===== config.mk =====
export PLATFORM = sky130hd
export DESIGN_NAME = apb_stream_completer
export DESIGN_NICKNAME = d
export VERILOG_FILES = /design/src/rtl/apb_stream_completer_pkg.sv /design/src/rtl/apb_stream_completer_sync_fifo.sv /design/src/rtl/apb_stream_completer.sv
export SDC_FILE = /design/constraint.sdc
export NUM_CORES = 1
export LEC_CHECK = 0
export CELL_PAD_IN_SITES_DETAIL_PLACEMENT = 2
export CELL_PAD_IN_SITES_GLOBAL_PLACEMENT = 2
export CORE_ASPECT_RATIO = 2
export CORE_MARGIN = 2
export CORE_UTILIZATION = 30
export CTS_CLUSTER_DIAMETER = 80
export CTS_CLUSTER_SIZE = 14
export DETAILED_ROUTE_END_ITERATION = 16
export PLACE_DENSITY_LB_ADDON = 0.05
export RECOVER_POWER = 25
export SETUP_SLACK_MARGIN = 0.5
export SYNTH_ARGS = -nofsm -noshare
export SYNTH_HDL_FRONTEND = slang
export SYNTH_HIERARCHICAL = 1
export SYNTH_SLANG_ARGS = --single-unit

===== constraint.sdc =====
create_clock -name clk_i -period 8.6 [get_ports clk_i]
set_input_delay 1.29 -clock clk_i [delete_from_list [all_inputs] [get_ports clk_i]]
set_output_delay 1.29 -clock clk_i [all_outputs]
set_load 0.005 [all_outputs]

===== src/rtl/apb_stream_completer_pkg.sv =====
// apb_stream_completer_pkg: register map, STATUS/CONTROL bit positions and FSM encoding
// shared by the APB stream completer and its bench.
package apb_stream_completer_pkg;

  // Register select values (address bits [REG_LSB+1:REG_LSB]).
  localparam logic [1:0] REG_DATA    = 2'd0;
  localparam logic [1:0] REG_STATUS  = 2'd1;
  localparam logic [1:0] REG_CONTROL = 2'd2;

  // STATUS fields.
  localparam int unsigned STATUS_RX_COUNT_LSB = 0;
  localparam int unsigned STATUS_TX_COUNT_LSB = 8;
  localparam int unsigned STATUS_COUNT_W      = 7;
  localparam int unsigned STATUS_RX_EMPTY     = 16;
  localparam int unsigned STATUS_TX_FULL      = 17;
  localparam int unsigned STATUS_RX_UNDERFLOW = 18;
  localparam int unsigned STATUS_TX_OVERFLOW  = 19;

  // CONTROL bits.
  localparam int unsigned CTRL_FLUSH_RX = 0;
  localparam int unsigned CTRL_FLUSH_TX = 1;
  localparam int unsigned CTRL_CLR_UNF  = 2;
  localparam int unsigned CTRL_CLR_OVF  = 3;

  typedef enum logic [1:0] {
    StIdle,
    StStall,
    StResp,
    StRelease
  } state_e;

endpackage


===== src/rtl/apb_stream_completer_sync_fifo.sv =====
// apb_stream_completer_sync_fifo: single-clock FIFO with flush, head peek and
// DEPTH-inclusive occupancy count. Push when full and pop when empty are ignored.
module apb_stream_completer_sync_fifo #(
  parameter int unsigned DEPTH = 16,
  parameter int unsigned WIDTH = 8
) (
  input  logic                     clk_i,
  input  logic                     reset_i,
  input  logic                     push_i,
  input  logic                     pop_i,
  input  logic                     flush_i,
  input  logic [WIDTH-1:0]         data_i,
  output logic [WIDTH-1:0]         head_o,
  output logic [$clog2(DEPTH):0]   count_o,
  output logic                     empty_o,
  output logic                     full_o
);
  localparam int unsigned PtrW = $clog2(DEPTH);

  logic [WIDTH-1:0] mem_q [DEPTH];
  logic [PtrW-1:0]  wptr_q, rptr_q;
  logic [PtrW:0]    count_q;
  logic             do_push, do_pop;

  assign empty_o = (count_q == '0);
  assign full_o  = (count_q == (PtrW+1)'(DEPTH));
  assign count_o = count_q;
  assign head_o  = mem_q[rptr_q];
  assign do_push = push_i & ~full_o;
  assign do_pop  = pop_i & ~empty_o;

  // Pointer and count update; flush wins over any same-cycle push or pop.
  always_ff @(posedge clk_i) begin
    if (reset_i || flush_i) begin
      wptr_q  <= '0;
      rptr_q  <= '0;
      count_q <= '0;
    end else begin
      if (do_push) wptr_q <= wptr_q + 1'b1;
      if (do_pop)  rptr_q <= rptr_q + 1'b1;
      if (do_push && !do_pop)      count_q <= count_q + 1'b1;
      else if (do_pop && !do_push) count_q <= count_q - 1'b1;
    end
  end

  // Storage write; contents need no reset since count gates visibility.
  always_ff @(posedge clk_i) begin
    if (do_push && !flush_i) mem_q[wptr_q] <= data_i;
  end

endmodule


===== src/rtl/apb_stream_completer.sv =====
// apb_stream_completer: APB completer exposing a TX byte FIFO, an RX byte FIFO and
// STATUS/CONTROL registers. Macro APB_STREAM_COMPLETER_STALL_EN: when defined, blocked
// accesses wait (up to STALL_TIMEOUT cycles); when undefined they complete immediately
// with the forced result (write dropped + txOverflow, read returns 0 + rxUnderflow).
module apb_stream_completer
  import apb_stream_completer_pkg::*;
#(
  parameter int unsigned ADDR_WIDTH    = 32,
  parameter int unsigned DATA_WIDTH    = 32,
  parameter int unsigned REG_LSB       = 1,
  parameter int unsigned STREAM_WIDTH  = 8,
  parameter int unsigned DEPTH         = 16,
  parameter int unsigned STALL_TIMEOUT = 256
) (
  input  logic                    clk_i,
  input  logic                    reset_i,
  input  logic                    apb_enable_i,
  input  logic                    apb_write_i,
  output logic                    apb_ready_o,
  input  logic [ADDR_WIDTH-1:0]   apb_addr_i,
  output logic [DATA_WIDTH-1:0]   apb_rdata_o,
  input  logic [DATA_WIDTH-1:0]   apb_wdata_i,
  output logic [STREAM_WIDTH-1:0] tx_data_o,
  output logic                    tx_valid_o,
  input  logic                    tx_ready_i,
  input  logic [STREAM_WIDTH-1:0] rx_data_i,
  input  logic                    rx_valid_i,
  output logic                    rx_ready_o
);
  localparam int unsigned CountW = $clog2(DEPTH) + 1;

  if (DATA_WIDTH < 24) begin : gen_chk_data_width
    $error("DATA_WIDTH must be at least 24");
  end
  if (STREAM_WIDTH > DATA_WIDTH) begin : gen_chk_stream_width
    $error("STREAM_WIDTH must not exceed DATA_WIDTH");
  end
  if (DEPTH < 2 || DEPTH > 64 || (DEPTH & (DEPTH - 1)) != 0) begin : gen_chk_depth
    $error("DEPTH must be a power of two in 2..64");
  end
  if (STALL_TIMEOUT < 2) begin : gen_chk_timeout
    $error("STALL_TIMEOUT must be at least 2");
  end

  state_e                  state_q, state_d;
  logic [1:0]              reg_sel;
  logic                    blocked, complete, forced;
  logic                    tx_push, tx_pop, tx_flush, tx_empty, tx_full;
  logic                    rx_push, rx_pop, rx_flush, rx_empty, rx_full;
  logic [CountW-1:0]       tx_count, rx_count;
  logic [STREAM_WIDTH-1:0] rx_head;
  logic                    unf_q, ovf_q, set_unf, set_ovf, clr_unf, clr_ovf;
  logic [DATA_WIDTH-1:0]   rdata_q, rdata_d, status;
  logic                    unused_ok;

`ifdef APB_STREAM_COMPLETER_STALL_EN
  localparam int unsigned CntW = $clog2(STALL_TIMEOUT);
  logic [CntW-1:0] cnt_q, cnt_d, cnt_inc;
  // Counter value including the current stall cycle.
  assign cnt_inc = cnt_q + 1'b1;
`endif

  assign reg_sel   = apb_addr_i[REG_LSB+1:REG_LSB];
  assign blocked   = (reg_sel == REG_DATA) & (apb_write_i ? tx_full : rx_empty);
  assign unused_ok = ^{apb_addr_i, apb_wdata_i};

  assign apb_ready_o = (state_q == StResp);
  assign apb_rdata_o = rdata_q;
  assign tx_valid_o  = ~tx_empty;
  assign rx_ready_o  = ~rx_full;
  assign tx_pop      = tx_ready_i & ~tx_empty;
  assign rx_push     = rx_valid_i & ~rx_full;

  apb_stream_completer_sync_fifo #(.DEPTH(DEPTH), .WIDTH(STREAM_WIDTH)) u_tx_fifo (
    .clk_i   (clk_i),
    .reset_i (reset_i),
    .push_i  (tx_push),
    .pop_i   (tx_pop),
    .flush_i (tx_flush),
    .data_i  (apb_wdata_i[STREAM_WIDTH-1:0]),
    .head_o  (tx_data_o),
    .count_o (tx_count),
    .empty_o (tx_empty),
    .full_o  (tx_full)
  );

  apb_stream_completer_sync_fifo #(.DEPTH(DEPTH), .WIDTH(STREAM_WIDTH)) u_rx_fifo (
    .clk_i   (clk_i),
    .reset_i (reset_i),
    .push_i  (rx_push),
    .pop_i   (rx_pop),
    .flush_i (rx_flush),
    .data_i  (rx_data_i),
    .head_o  (rx_head),
    .count_o (rx_count),
    .empty_o (rx_empty),
    .full_o  (rx_full)
  );

  // STATUS register image from live FIFO state and sticky flags.
  always_comb begin
    status = '0;
    status[STATUS_RX_COUNT_LSB +: STATUS_COUNT_W] = STATUS_COUNT_W'(rx_count);
    status[STATUS_TX_COUNT_LSB +: STATUS_COUNT_W] = STATUS_COUNT_W'(tx_count);
    status[STATUS_RX_EMPTY]     = rx_empty;
    status[STATUS_TX_FULL]      = tx_full;
    status[STATUS_RX_UNDERFLOW] = unf_q;
    status[STATUS_TX_OVERFLOW]  = ovf_q;
  end

  // Access FSM: decides when an access completes and whether it is forced.
  always_comb begin
    state_d  = state_q;
    complete = 1'b0;
    forced   = 1'b0;
`ifdef APB_STREAM_COMPLETER_STALL_EN
    cnt_d    = cnt_q;
`endif
    unique case (state_q)
      StIdle: begin
        if (apb_enable_i) begin
          state_d = StResp;
          if (!blocked) begin
            complete = 1'b1;
          end else begin
`ifdef APB_STREAM_COMPLETER_STALL_EN
            cnt_d   = '0;
            state_d = StStall;
`else
            complete = 1'b1;
            forced   = 1'b1;
`endif
          end
        end
      end
      StStall: begin
`ifdef APB_STREAM_COMPLETER_STALL_EN
        if (!blocked) begin
          complete = 1'b1;
          state_d  = StResp;
        end else if (cnt_inc == CntW'(STALL_TIMEOUT - 1)) begin
          complete = 1'b1;
          forced   = 1'b1;
          state_d  = StResp;
        end else begin
          cnt_d = cnt_inc;
        end
`else
        state_d = StIdle;
`endif
      end
      StResp:    state_d = StRelease;
      StRelease: if (!apb_enable_i) state_d = StIdle;
      default:   state_d = StIdle;
    endcase
  end

  // Side effects and read data, applied only on the completing cycle.
  always_comb begin
    tx_push  = 1'b0;
    rx_pop   = 1'b0;
    tx_flush = 1'b0;
    rx_flush = 1'b0;
    clr_unf  = 1'b0;
    clr_ovf  = 1'b0;
    set_unf  = 1'b0;
    set_ovf  = 1'b0;
    rdata_d  = rdata_q;
    if (complete) begin
      rdata_d = '0;
      if (forced) begin
        set_ovf = apb_write_i;
        set_unf = ~apb_write_i;
      end else if (apb_write_i) begin
        case (reg_sel)
          REG_DATA: tx_push = 1'b1;
          REG_CONTROL: begin
            rx_flush = apb_wdata_i[CTRL_FLUSH_RX];
            tx_flush = apb_wdata_i[CTRL_FLUSH_TX];
            clr_unf  = apb_wdata_i[CTRL_CLR_UNF];
            clr_ovf  = apb_wdata_i[CTRL_CLR_OVF];
          end
          default: ;
        endcase
      end else begin
        case (reg_sel)
          REG_DATA: begin
            rx_pop                       = 1'b1;
            rdata_d[STREAM_WIDTH-1:0]    = rx_head;
          end
          REG_STATUS: rdata_d = status;
          default: ;
        endcase
      end
    end
  end

  // State, read data and sticky flags; a same-cycle set beats a clear.
  always_ff @(posedge clk_i) begin
    if (reset_i) begin
      state_q <= StIdle;
      rdata_q <= '0;
      unf_q   <= 1'b0;
      ovf_q   <= 1'b0;
    end else begin
      state_q <= state_d;
      rdata_q <= rdata_d;
      unf_q   <= (unf_q & ~clr_unf) | set_unf;
      ovf_q   <= (ovf_q & ~clr_ovf) | set_ovf;
    end
  end

`ifdef APB_STREAM_COMPLETER_STALL_EN
  // Stall wait counter.
  always_ff @(posedge clk_i) begin
    if (reset_i) cnt_q <= '0;
    else         cnt_q <= cnt_d;
  end
`endif

endmodule


==> Word-level counts from Yosys, hierarchy flattened <==
Memories as Yosys holds them, arrays and structs flattened. A register that Yosys moved wholly into a read port is not among the register bits.
Cells that the tools add are included.
{ "classes": {"eq_ne": 9, "muxes": 52, "bitwise": 18, "addsub": 8, "reduce_logical": 21} }
{ "op_table": {"columns": ["operator", "count"], "rows": [
  ["20-bit 2-to-1 mux", 2],
  ["1-bit 2-to-1 mux", 37],
  ["5-bit 2-to-1 mux", 4],
  ["4-bit by 1-bit adder with 4-bit output (second input constant)", 4],
  ["4-bit 2-to-1 mux", 4],
  ["8-bit one-hot mux with 2 select lines", 1],
  ["12-bit 2-to-1 mux", 1],
  ["5-bit by 1-bit adder with 5-bit output (second input constant)", 2],
  ["5-bit == test (second input constant)", 2],
  ["5-bit logical NOT", 2],
  ["5-bit by 1-bit subtractor with 5-bit output (second input constant)", 2],
  ["1-bit AND", 9],
  ["2-bit one-hot mux with 4 select lines", 1],
  ["1-bit inverter", 7],
  ["2-bit == test (second input constant)", 3],
  ["1-bit logical AND", 6],
  ["1-bit logical NOT", 6],
  ["2-bit by 1-bit == test with 1-bit output (second input constant)", 2],
  ["2-bit logical NOT", 2],
  ["2-bit 2-to-1 mux", 2],
  ["2-bit inequality test (second input constant)", 2],
  ["2-bit nonzero test", 2],
  ["1-bit logical OR", 2],
  ["1-bit bitwise OR", 2],
  ["2-bit AND reduction", 1]
]} }
{ "totals": {"regBits": 62, "elab_cells": 120, "memories": 2, "output_inout_bits": 43, "ram_bits": 256} }
{ "memory_table": {"columns": ["memory", "words", "word_bits", "rd", "rd_clocked_by_memory_dff", "write_ports", "line", "text"], "rows": [
  ["u_rx_fifo.mem_q", 16, 8, 1, 1, 1, "apb_stream_completer_sync_fifo.sv:20", "logic [WIDTH-1:0] mem_q [DEPTH];"],
  ["u_tx_fifo.mem_q", 16, 8, 1, 1, 1, "apb_stream_completer_sync_fifo.sv:20", null]
]} }

==> Depth between registers and ports, before layout <==
Gate-level depths: netlist of run 1.
{ "logic_depth": {"word_depth": 13, "mapped_depth": 13, "ltp_nobuf": 12} }

==> Modules after synthesis <==
The synthesis of run 1 kept the hierarchy.
{ "modules_own_cells": {"columns": ["module", "area_each_um2", "instances", "cells_per_inst", "seq_area_each_um2"], "rows": [
  ["apb_stream_completer_sync_fifo at u_rx_fifo", 5774.3, 1, 311, 4184.0],
  ["apb_stream_completer_sync_fifo at u_tx_fifo", 5723.0, 1, 311, 4184.0],
  ["apb_stream_completer", 1059.8, 1, 126, 420.4]
]} }

==> Worst setup path before layout of run 1 <==
Ideal clock, no wire load.
{ "synth_timing": {"path_kind": "in2reg", "from": "input apb_addr_i[1]", "to": "register u_tx_fifo.count_q[3] (netlist: u_tx_fifo/count_o[3])", "cell_stages": 13, "path_buffers": 2, "t_required_ns": 8.473, "path_slack_ns": 4.833, "arrival_time_ns": 3.640, "setup_ns": 0.127, "path_cell_list": "buf_2 -> nor4b_2 -> nand2_1 -> nor3_1 -> o21a_1 -> buf_6 -> ha_1 -> inv_1 -> ha_1 -> a21o_1 -> a21oi_1 -> nor4_1 -> or3_1"} }
{ "synth_between": {"elab_chain_len": 11} }
{ "synth_rtl": {"columns": ["item", "line", "text"], "rows": [
  ["start, declared", "apb_stream_completer.sv:20", "input logic [ADDR_WIDTH-1:0] apb_addr_i,"],
  ["2-bit logical NOT (*)", "apb_stream_completer.sv:64, apb_stream_completer.sv:175", null],
  ["1-bit AND", "apb_stream_completer.sv:64", "assign blocked = (reg_sel == REG_DATA) & (apb_write_i ? tx_full : rx_empty);"],
  ["1-bit 2-to-1 mux", "apb_stream_completer.sv:123", "if (!blocked) begin"],
  ["1-bit 2-to-1 mux", "apb_stream_completer.sv:121", "if (apb_enable_i) begin"],
  ["1-bit 2-to-1 mux", "apb_stream_completer.sv:119", "unique case (state_q)"],
  ["1-bit 2-to-1 mux (*)", "apb_stream_completer.sv:171", "if (forced) begin"],
  ["1-bit 2-to-1 mux (*)", "apb_stream_completer.sv:169", "if (complete) begin"],
  ["via tx_push", "apb_stream_completer.sv:48", "logic tx_push, tx_pop, tx_flush, tx_empty, tx_full;"],
  ["1-bit AND (*)", "apb_stream_completer_sync_fifo.sv:29", "assign do_push = push_i & ~full_o;"],
  ["via u_tx_fifo.do_push", "apb_stream_completer_sync_fifo.sv:23", "logic do_push, do_pop;"],
  ["1-bit logical NOT", "apb_stream_completer_sync_fifo.sv:42", "else if (do_pop && !do_push) count_q <= count_q - 1'b1;"],
  ["1-bit logical AND", "apb_stream_completer_sync_fifo.sv:42", null],
  ["2-bit nonzero test (no line)", null, null],
  ["end signal, assigned", "apb_stream_completer_sync_fifo.sv:41", "if (do_push && !do_pop) count_q <= count_q + 1'b1;"],
  ["end signal, assigned", "apb_stream_completer_sync_fifo.sv:42", null],
  ["end, declared", "apb_stream_completer_sync_fifo.sv:22", "logic [PtrW:0] count_q;"]
]} }
Mark *: on every way through the listed nets, which the timed path passes. The rest lies on a longest branch.
A chain may end at the register's enable or synchronous reset.

==> Worst setup path in the final report of run 1 <==
{ "layout_timing": {"from": "input apb_addr_i[1]", "to": "register u_tx_fifo.count_q[3] (netlist: u_tx_fifo/count_o[3])"} }
{ "layout_between": {"elab_chain_len": 11} }
{ "layout_rtl": {"columns": ["item", "line"], "rows": [
  ["2-bit logical NOT (*)", "apb_stream_completer.sv:64, apb_stream_completer.sv:175"],
  ["1-bit AND", "apb_stream_completer.sv:64"],
  ["1-bit 2-to-1 mux", "apb_stream_completer.sv:123"],
  ["1-bit 2-to-1 mux", "apb_stream_completer.sv:121"],
  ["1-bit 2-to-1 mux", "apb_stream_completer.sv:119"],
  ["1-bit 2-to-1 mux (*)", "apb_stream_completer.sv:171"],
  ["1-bit 2-to-1 mux (*)", "apb_stream_completer.sv:169"],
  ["via tx_push", "apb_stream_completer.sv:48"],
  ["1-bit AND (*)", "apb_stream_completer_sync_fifo.sv:29"],
  ["1-bit logical NOT", "apb_stream_completer_sync_fifo.sv:42"],
  ["1-bit logical AND", "apb_stream_completer_sync_fifo.sv:42"],
  ["2-bit nonzero test (no line)", null]
]} }
Marks and branches as above.

==> out/metrics.yaml, run 1 <==
outcome: "finished, final reports clean"
synthAdderAreaFrac_pct: 2.11
num_io_pins: 121
synth-async-reset-ratio_pct: 0
post-route-drc-count: 0
grt_max_degree: 33
synth_edf_count: 256
postSynthCellCount: 748
cp_data_required_time_ns: 9.04
setup_tns_ns: 0
power_frac_seq_pct: 52.6
drt-initial-drc-count: 255
die_w_um: 149
h-tree-depth: 1
initial_utilization_pct: 30.2
path_common_cell: "ha_1"
switching_share_pct: 25.6
rsz0062_at_grt: "false"
synth_area_leaders: "edfxtp_1, mux4_2, dfxtp_1, nor2_1, a22oi_1"
clockBufferDepth: 3
cts_tree: "done"
antenna_cells: 0
drtPass1Iterations: 4
clockRootBuffer: "clkbuf_16"
port_buffers: 51
fmax_mhz: 228
postCtsResizedCells: 0
antenna_found_initial: 0
wirelength_um: 31000
critPathSlowestCell: "clkdlybuf4s50_1"
power-per-cell-area_mw_per_mm2: 227
synthMuxAreaShare_pct: 12.3
yosys.area.top_type: "edfxtp_1"
clkPwrFrac_pct: 34.7
grt_pass1_vias: 7413
setup_viol: 0
crit_type: "input pin to flop"
synth_xor_xnor_area_share_pct: 1.18
start_kind: "input pin"
post-route-min-period_ns: 4.39
tightest_slew_ns: 1.08
clk_latency_ns: 0.55
wl_met1_um: 13800
critPathArrivalTime_ns: 4.83
place_congestion: 0.680
die_area_mm2: 0.0436
wl_met2_um: 15900
end_kind: "flop"
yosysMostFrequentCell: "edfxtp_1"
hpwl_um: 20000
yosys.area.top_type_share_pct: 61.2
synth-seq-cells: 311
finalCritPeriodShare_pct: 51.0
synth_compound_area_share_pct: 4.69
cts_hold_buffers: 0
cts_made_buffers: 26
power_mw: 3.26
ir_worst_vdd_mv: 0.177
ys.flop_type: "edfxtp_1"
grtUsageTotal_pct: 14.6
synth_cell_type_count: 52
grt-ovfl-total: 0
dr.max_layer_used: "met4"
clkSinkCount: 311
cp_max_fo: 10
grt_pass1_wl_um: 47400
place_area_mm2: 0.0136
met3_length_um: 836
postCtsSetupBuffers: 0
die_h_um: 293
num_rows: 106
final_nets: 899
finalClockSkew_ns: 0.0160
vias: 6583
max_cap_violations: 0
cts.clk_slew.worst_paths_ns: 0.07
drive_gt1_share_pct: 14.3
p_int_mw: 2.43
synth_area_mm2: 0.0126
syn_avg_cell_area_um2: 16.8
core_mm2: 0.0415
synth.cells.most_frequent: "edfxtp_1, nor2_1, mux4_2"
design_area_mm2: 0.0144
netSwitchingPower_mw: 0.834
yosysWarnings: 6
avgRoutedWirePerCell_um: 22.8
holdWs_ns: 0.456
ant_nets: 0
via_per_inst: 4.84
area_growth_syn_to_layout_pct: 14.3
hold_viol: 0
pwr-share-comb_pct: 12.7
max_stage_delay_ns: 0.72
synth_simple_gate_area_share_pct: 7.08
p_leak_nw: 4.55
worstPathCellList: "clkdlybuf4s50_1 -> nor4b_2 -> nand2_1 -> nor3_1 -> o21a_1 -> ha_1 -> inv_1 -> ha_1 -> a21o_1 -> a21oi_1 -> nor4_1 -> or3_1"
min_path_type: "flop to flop"
slew_headroom_pct: 27.9
seq_area_frac_synth_pct: 70.0
finalMaxSlewViolations: 0
synth_top_family_by_area: "multiplexers"
-- critical path: cells and delay by family --
| kind | cells | cell delay, ns |
|---|---|---|
| and+or+nand+nor | 5 | 1.47 |
| AOI/OAI and AO/OA | 3 | 0.73 |
| buffers and inverters | 2 | 0.83 |
| adders and majority gates | 2 | 0.51 |
-- layer usage --
metal,track usage [%],vias to the layer above
met5,0,-
met4,3.81,0
met3,1.72,32
met2,25.4,81
met1,19.2,3497
li1,-,2973
-- cell type report --
cell class                 instances  area (µm²)
timing repair buffer              62         586
multi-input combinational        388        3490
tap                              540         676
clock buffer                      47         751
clock inverter                     1        16.3
inverter                          12        47.5
fill                            4139       27200
sequential                       311        8790
-- logic make-up after synthesis --
kind of cell | count (synthesis)
AOI/OAI and AO/OA | 82
xor gates and xnor gates | 16
adders and majority gates | 20
buffers and inverters | 63
DFF | 311
muxes | 74
other | 1
and+or+nand+nor | 181
-- cell usage in the layout (no fill, tap or decap), types with 7 or more instances in the layout --
| master | synthesis | final |
|---|---|---|
| dfxtp_1 | 55 | 53 |
| a22oi_1 | 32 | 32 |
| nor2_1 | 69 | 69 |
| dlygate4sd3_1 | 0 | 10 |
| nand2_1 | 41 | 41 |
| clkbuf_16 | 0 | 27 |
| a21oi_1 | 20 | 20 |
| clkdlybuf4s50_1 | 0 | 41 |
| ha_1 | 18 | 18 |
| inv_1 | 11 | 11 |
| nand3_1 | 16 | 16 |
| xor2_1 | 12 | 12 |
| clkbuf_1 | 18 | 22 |
| o211ai_1 | 7 | 7 |
| conb_1 | 1 | 15 |
| nor2b_1 | 7 | 7 |
| edfxtp_1 | 256 | 256 |
| nand3b_1 | 7 | 7 |
| buf_4 | 15 | 9 |
| mux2i_1 | 10 | 10 |
| mux4_2 | 64 | 64 |
-- through the flow --
stage / utilization [%] / cells / setup slack, ns
final: 34.6 / 1361 / 4.21
after global routing: 34.6 / 1361 / 3.92
after CTS: 34.6 / 1361 / 4.13
after detailed placement: 32.8 / 1313 / 3.54
after global placement: 32.8 / 1313 / 3.59
after floorplan: - / 762 / 4.83
-- registers in the layout (all words and copies together), names as in the netlist, 2 cells and up, named ones only --
name	count
u_rx_fifo/mem_q	128
u_tx_fifo/mem_q	128
apb_rdata_o	17
u_rx_fifo/count_o	5
u_tx_fifo/count_o	5
u_rx_fifo/rptr_q	4
u_rx_fifo/wptr_q	4
u_tx_fifo/rptr_q	4
u_tx_fifo/wptr_q	4
state_q	2
-- power groups by stage --
stage | combinational [mW] | clock (mW) | sequential [mW]
2_1_floorplan | 0.289 | 0 | 1.74
3_3_place_gp | 0.421 | 0 | 1.75
3_5_place_dp | 0.427 | 0 | 1.75
4_1_cts | 0.431 | 1.19 | 1.72
5_1_grt | 0.466 | 1.24 | 1.72
6_report | 0.414 | 1.13 | 1.72
-- final timing paths --
kind / start / to / slack [ns] / cells after the start
max: apb_addr_i[1] / u_tx_fifo/count_o[3] / 4.21 / 12
min: apb_rdata_o[12] / apb_rdata_o[12] / 0.46 / 2
max reg2reg: u_rx_fifo/count_o[0] / u_rx_fifo/count_o[3] / 4.85 / 12
min reg2reg: apb_rdata_o[12] / apb_rdata_o[12] / 0.46 / 2
No activity file was read; power rests on OpenSTA's default activity.
==> run 2, diff against run 1 <==
- clock period: 8.6 -> 4.1 ns (I/O delays scaled with it)
==> out/metrics.yaml, run 2 (synthesized netlist as in run 1, its figures left out) <==
outcome: "finished, final reports clean"
core_mm2: 0.0415  # unchanged
setup_viol: 0  # unchanged
area_growth_syn_to_layout_pct: 16.6
vias: 6716  # +2.0%
cp_data_required_time_ns: 4.53  # -4.51 ns
pwr-share-comb_pct: 13.3  # +0.6 points
initial_utilization_pct: 30.2  # unchanged
antenna_found_initial: 0  # unchanged
avgRoutedWirePerCell_um: 22.9  # +0.43%
cts_made_buffers: 26  # unchanged
cp_max_fo: 8  # -2
finalCritPeriodShare_pct: 82.5
switching_share_pct: 25.5  # -0.10 points
p_leak_nw: 4.74  # +4.2%
min_path_type: "flop to flop"
drive_gt1_share_pct: 18.1  # +3.8 points
final_nets: 935  # +4.0%
via_per_inst: 4.81  # -0.61%
power_mw: 6.90  # +110%
post-route-min-period_ns: 3.38
clockBufferDepth: 3  # unchanged
die_w_um: 149  # unchanged
p_int_mw: 5.14  # +110%
clkSinkCount: 311  # unchanged
grt-ovfl-total: 0  # unchanged
end_kind: "flop"
antenna_cells: 0  # unchanged
post-place-cells: 1349  # +2.7%
fmax_mhz: 296
port_buffers: 51  # unchanged
drtPass1Iterations: 4  # unchanged
setup_tns_ns: 0  # unchanged
crit_type: "flop to flop"
grt_pass1_wl_um: 48100  # +1.5%
grt_max_degree: 33  # unchanged
grt_pass1_vias: 7498  # +1.1%
hold_viol: 0  # unchanged
slew_headroom_pct: 25.2  # -2.7 points
fin_cells: 1397  # +2.6%
wirelength_um: 32000  # +3.1%
finalClockSkew_ns: 0.0159  # -0.0000700 ns
power_frac_seq_pct: 52.3  # -0.3 points
clockRootBuffer: "clkbuf_16"
drt-initial-drc-count: 325  # +27%
rsz0062_at_grt: "true"
tightest_slew_ns: 1.12  # +0.0448 ns
num_io_pins: 121  # unchanged
grtUsageTotal_pct: 15.0  # +0.43 points
cts_tree: "done"
post-route-drc-count: 0  # unchanged
clk_latency_ns: 0.56  # about the same
clkPwrFrac_pct: 34.4  # -0.3 points
hpwl_um: 20500  # +2.7%
max_cap_violations: 0  # unchanged
start_kind: "flop"
ant_nets: 0  # unchanged
place_congestion: 0.688  # +1.2%
die_area_mm2: 0.0436  # unchanged
h-tree-depth: 1  # unchanged
final_common_cell: "edfxtp_1"
die_h_um: 293  # unchanged
layout_common_cells: "edfxtp_1, nor2_1, mux4_2, dfxtp_1, buf_4"
num_rows: 106  # unchanged
cts.clk_slew.worst_paths_ns: 0.07  # about the same
power-per-cell-area_mw_per_mm2: 471  # +110%
netSwitchingPower_mw: 1.76  # +110%
ir_worst_vdd_mv: 0.366  # +110%
finalMaxSlewViolations: 0  # unchanged
critPathArrivalTime_ns: 3.82  # -1.01 ns
-- run 2: cell count changes in the layout (fill, tap and decap cells not counted), sizes merged --
cell           previous run  this run
buf                       9        44
clkbuf                   49        50
dlygate4sd3              10        11
clkdlybuf4s50            41        40
-- run 2: final timing paths --
kind	from	end	slack [ns]	cells after the start
hold reg to reg	apb_rdata_o[8]	apb_rdata_o[8]	0.45	2
setup reg to reg	u_rx_fifo/count_o[0]	u_rx_fifo/count_o[3]	0.72	15
setup / recovery	u_rx_fifo/count_o[0]	u_rx_fifo/count_o[3]	0.72	15
hold / removal	apb_rdata_o[8]	apb_rdata_o[8]	0.45	2
-- run 2: final cells by class --
cell class                      count  area [µm²]
Tap cell                          540         676
Multi-Input combinational cell    388        3500
Clock buffer                       47         751
Timing Repair Buffer               98         865
Sequential cell                   311        8790
Clock inverter                      1        16.3
Inverter                           12        47.5
Fill cell                        4103       26900
-- run 2: repair_timing --
item                                    CTS  global route
resized for setup                         0             3
hold buffers                              0             0
buffers inserted                          0             0
endpoints found under the setup margin    0             3
-- run 2: power groups by stage --
stage / clock network, mW / registers [mW] / logic, mW
2_1_floorplan: 0 / 3.64 / 0.607
4_1_cts: 2.49 / 3.61 / 0.949
3_5_place_dp: 0 / 3.68 / 0.946
3_3_place_gp: 0 / 3.68 / 0.926
5_1_grt: 2.58 / 3.62 / 1.04
6_report: 2.37 / 3.61 / 0.915
-- run 2: per-layer routing --
| metal | part of all wire (%) | global-route usage, % | vias to the layer above |
|---|---|---|---|
| met5 | 0 | 0 | - |
| met4 | 2.3 | 4.41 | 0 |
| met3 | 3.1 | 1.40 | 34 |
| met2 | 50 | 25.6 | 105 |
| met1 | 45 | 20.4 | 3524 |
| li1 | - | - | 3053 |
-- run 2: worst max-delay path, cell delays in order (launching register included) --
cell	delay, ns
dfxtp_2	0.36
or4_1	0.53
buf_4	0.20
nor2_1	0.09
buf_4	0.14
nor4_1	0.05
buf_4	0.17
and2_1	0.21
o21ai_4	0.11
ha_2	0.23
inv_1	0.11
ha_1	0.29
a21o_1	0.18
a21oi_1	0.18
nor4_1	0.06
or3_1	0.37
-- run 2: per-stage QoR --
| stage | setup WS [ns] | hold WS [ns] | util [%] | area [µm²] |
|---|---|---|---|---|
| finish | 0.716 | 0.451 | 35.3 | 14600 |
| global route | 0.496 | 0.490 | 35.3 | 14600 |
| CTS | 0.634 | 0.457 | 35.3 | 14600 |
| detailed placement | 0.324 | 0.447 | 33.4 | 13900 |
| global placement | 0.374 | 0.443 | 33.4 | 13900 |
| floorplan | 1.01 | 0.447 | - | 12600 |
==> run 3, diff against run 2 <==
- clock period: 4.1 -> 2.85 ns (I/O delays scaled with it)
==> out/metrics.yaml, run 3 (synthesized netlist as in run 1, its figures left out) <==
outcome: "finished, final reports clean"
fin_ws_ns: 0.165  # -0.552 ns
drt-initial-drc-count: 265  # -18%
post-route-min-period_ns: 2.69
h-tree-depth: 1  # unchanged
final_core_util_pct: 38.3  # +3.1 points
fillers: 4098  # -0.12%
clk_latency_ns: 0.57  # about the same
place_congestion: 0.692  # +0.60%
clockBufferDepth: 3  # unchanged
num_rows: 106  # unchanged
critPathSlowestCell: "mux4_2"
ir_worst_vdd_mv: 0.562  # +54%
crit_type: "flop to primary output"
wirelength_um: 33000  # +3.1%
post-route-drc-count: 0  # unchanged
core_mm2: 0.0415  # unchanged
cp_max_fo: 8  # unchanged
die_h_um: 293  # unchanged
initial_utilization_pct: 30.2  # unchanged
setup_viol: 0  # unchanged
grt-ovfl-total: 0  # unchanged
place_area_mm2: 0.0144  # +3.8%
antenna_found_initial: 0  # unchanged
cts_tree: "done"
design_area_mm2: 0.0159  # +8.7%
area_growth_syn_to_layout_pct: 26.8
rsz0062_at_grt: "true"
start_kind: "flop"
clkSinkCount: 311  # unchanged
holdWs_ns: 0.456  # +0.00498 ns
num_io_pins: 121  # unchanged
clockRootBuffer: "clkbuf_16"
finalCritPeriodShare_pct: 94.2
ant_nets: 0  # unchanged
layout_common_cells: "edfxtp_1, buf_4, mux4_2, dfxtp_1, nor2_1"
grt_max_degree: 33  # unchanged
die_w_um: 149  # unchanged
power_mw: 10.6  # +54%
end_kind: "primary output"
hpwl_um: 21700  # +5.6%
final_common_cell: "edfxtp_1"
antenna_cells: 0  # unchanged
hold_viol: 0  # unchanged
final_nets: 1014  # +8.4%
post-place-cells: 1389  # +3.0%
min_path_type: "flop to flop"
min_from: "apb_rdata_o[12]"
cts_made_buffers: 26  # unchanged
timing.rr.start: "u_tx_fifo/count_o[0]"
setup_tns_ns: 0  # unchanged
worstPathCellList: "buf_12 -> buf_6 -> mux4_2 -> a22oi_2 -> nand2_1 -> buf_2"
cts.clk_slew.worst_paths_ns: 0.07  # about the same
vias: 7028  # +4.6%
cts_hold_buffers: 0  # unchanged
drive_gt1_share_pct: 34.2  # +16 points
cp_data_required_time_ns: 2.42  # -2.11 ns
finalMaxSlewViolations: 0  # unchanged
path_delay_family: "multiplexers"
via_per_inst: 4.76  # -0.89%
grt_pass1_wl_um: 49900  # +3.7%
die_area_mm2: 0.0436  # unchanged
max_cap_violations: 0  # unchanged
power-per-cell-area_mw_per_mm2: 668  # +42%
avgRoutedWirePerCell_um: 22.4  # -2.3%
dp_slack_ns: -0.351  # -0.675 ns
tightest_slew_ns: 0.934  # -0.188 ns
port_buffers: 51  # unchanged
slew_headroom_pct: 37.7  # +13 points
grt_pass1_vias: 7775  # +3.7%
p_leak_nw: 5.24  # +10%
drtPass1Iterations: 4  # unchanged
fmax_mhz: 372
fin_cells: 1475  # +5.6%
path_buf_inv: 3  # -1
critPathArrivalTime_ns: 2.26  # -1.56 ns
grtUsageTotal_pct: 15.4  # +0.43 points
finalClockSkew_ns: 0.0267  # +0.0108 ns
max_stage_delay_ns: 0.50  # -0.03 ns
[run 3: cell count changes in the layout (fill, tap and decap cells not counted), moves of 8 or more]
cell / before / now
a22oi_1: 32 / 19
a22oi_2: 0 / 13
buf_12: 1 / 9
buf_4: 43 / 89
buf_6: 0 / 20
clkdlybuf4s50_1: 40 / 30
ha_4: 0 / 8
nor2_1: 69 / 43
nor2_2: 0 / 12
nor2_4: 0 / 14
[run 3: cell type report]
type                    count  area, µm²  share of cell area, %
inverters                  12       60.1                  0.377
flip-flops and latches    311       8800                   55.3
repair buffers            177       1660                   10.5
multi-input cells         388       3960                   24.9
well taps                 540        676                   4.24
clock buffers              45        722                   4.54
clock inverters             2       32.5                  0.204
[run 3: worst paths after layout]
check | to | depth (start not counted) | slack, ns
setup / recovery | tx_data_o[3] | 6 | 0.16
hold / removal | apb_rdata_o[12] | 2 | 0.46
setup reg to reg | u_tx_fifo/count_o[3] | 12 | 0.21
hold reg to reg | apb_rdata_o[12] | 2 | 0.46
[run 3: power by group]
| group | leakage (nW) | internal (mW) | total, mW | switching (mW) |
|---|---|---|---|---|
| Clock | 0.357 | 1.73 | 3.35 | 1.62 |
| Combinational | 2.13 | 1.08 | 2.13 | 1.06 |
| Sequential | 2.75 | 5.06 | 5.16 | 0.0946 |
| Total | 5.24 | 7.87 | 10.6 | 2.77 |
[run 3: worst min-delay path, cell delays in order (launching register included)]
cell and delay, ns:
dfxtp_1 0.31, nand2_1 0.05, a21oi_1 0.05
[run 3: layer usage]
layer / vias to the layer above / global-route usage [%] / routed length, µm / share of wire (%)
met5: - / 0 / 0 / 0
met4: 0 / 3.55 / 558 / 1.7
met3: 33 / 1.41 / 814 / 2.5
met2: 93 / 26.4 / 16700 / 50
met1: 3688 / 21.3 / 15000 / 45
li1: 3214 / - / - / -
[run 3: repair_timing]
item,in CTS,in global routing
gates cloned,2,0
gates resized for setup,85,66
buffers inserted,26,11
endpoints found under the setup margin,156,186
endpoints found under the hold margin,0,0
pin swaps,30,18
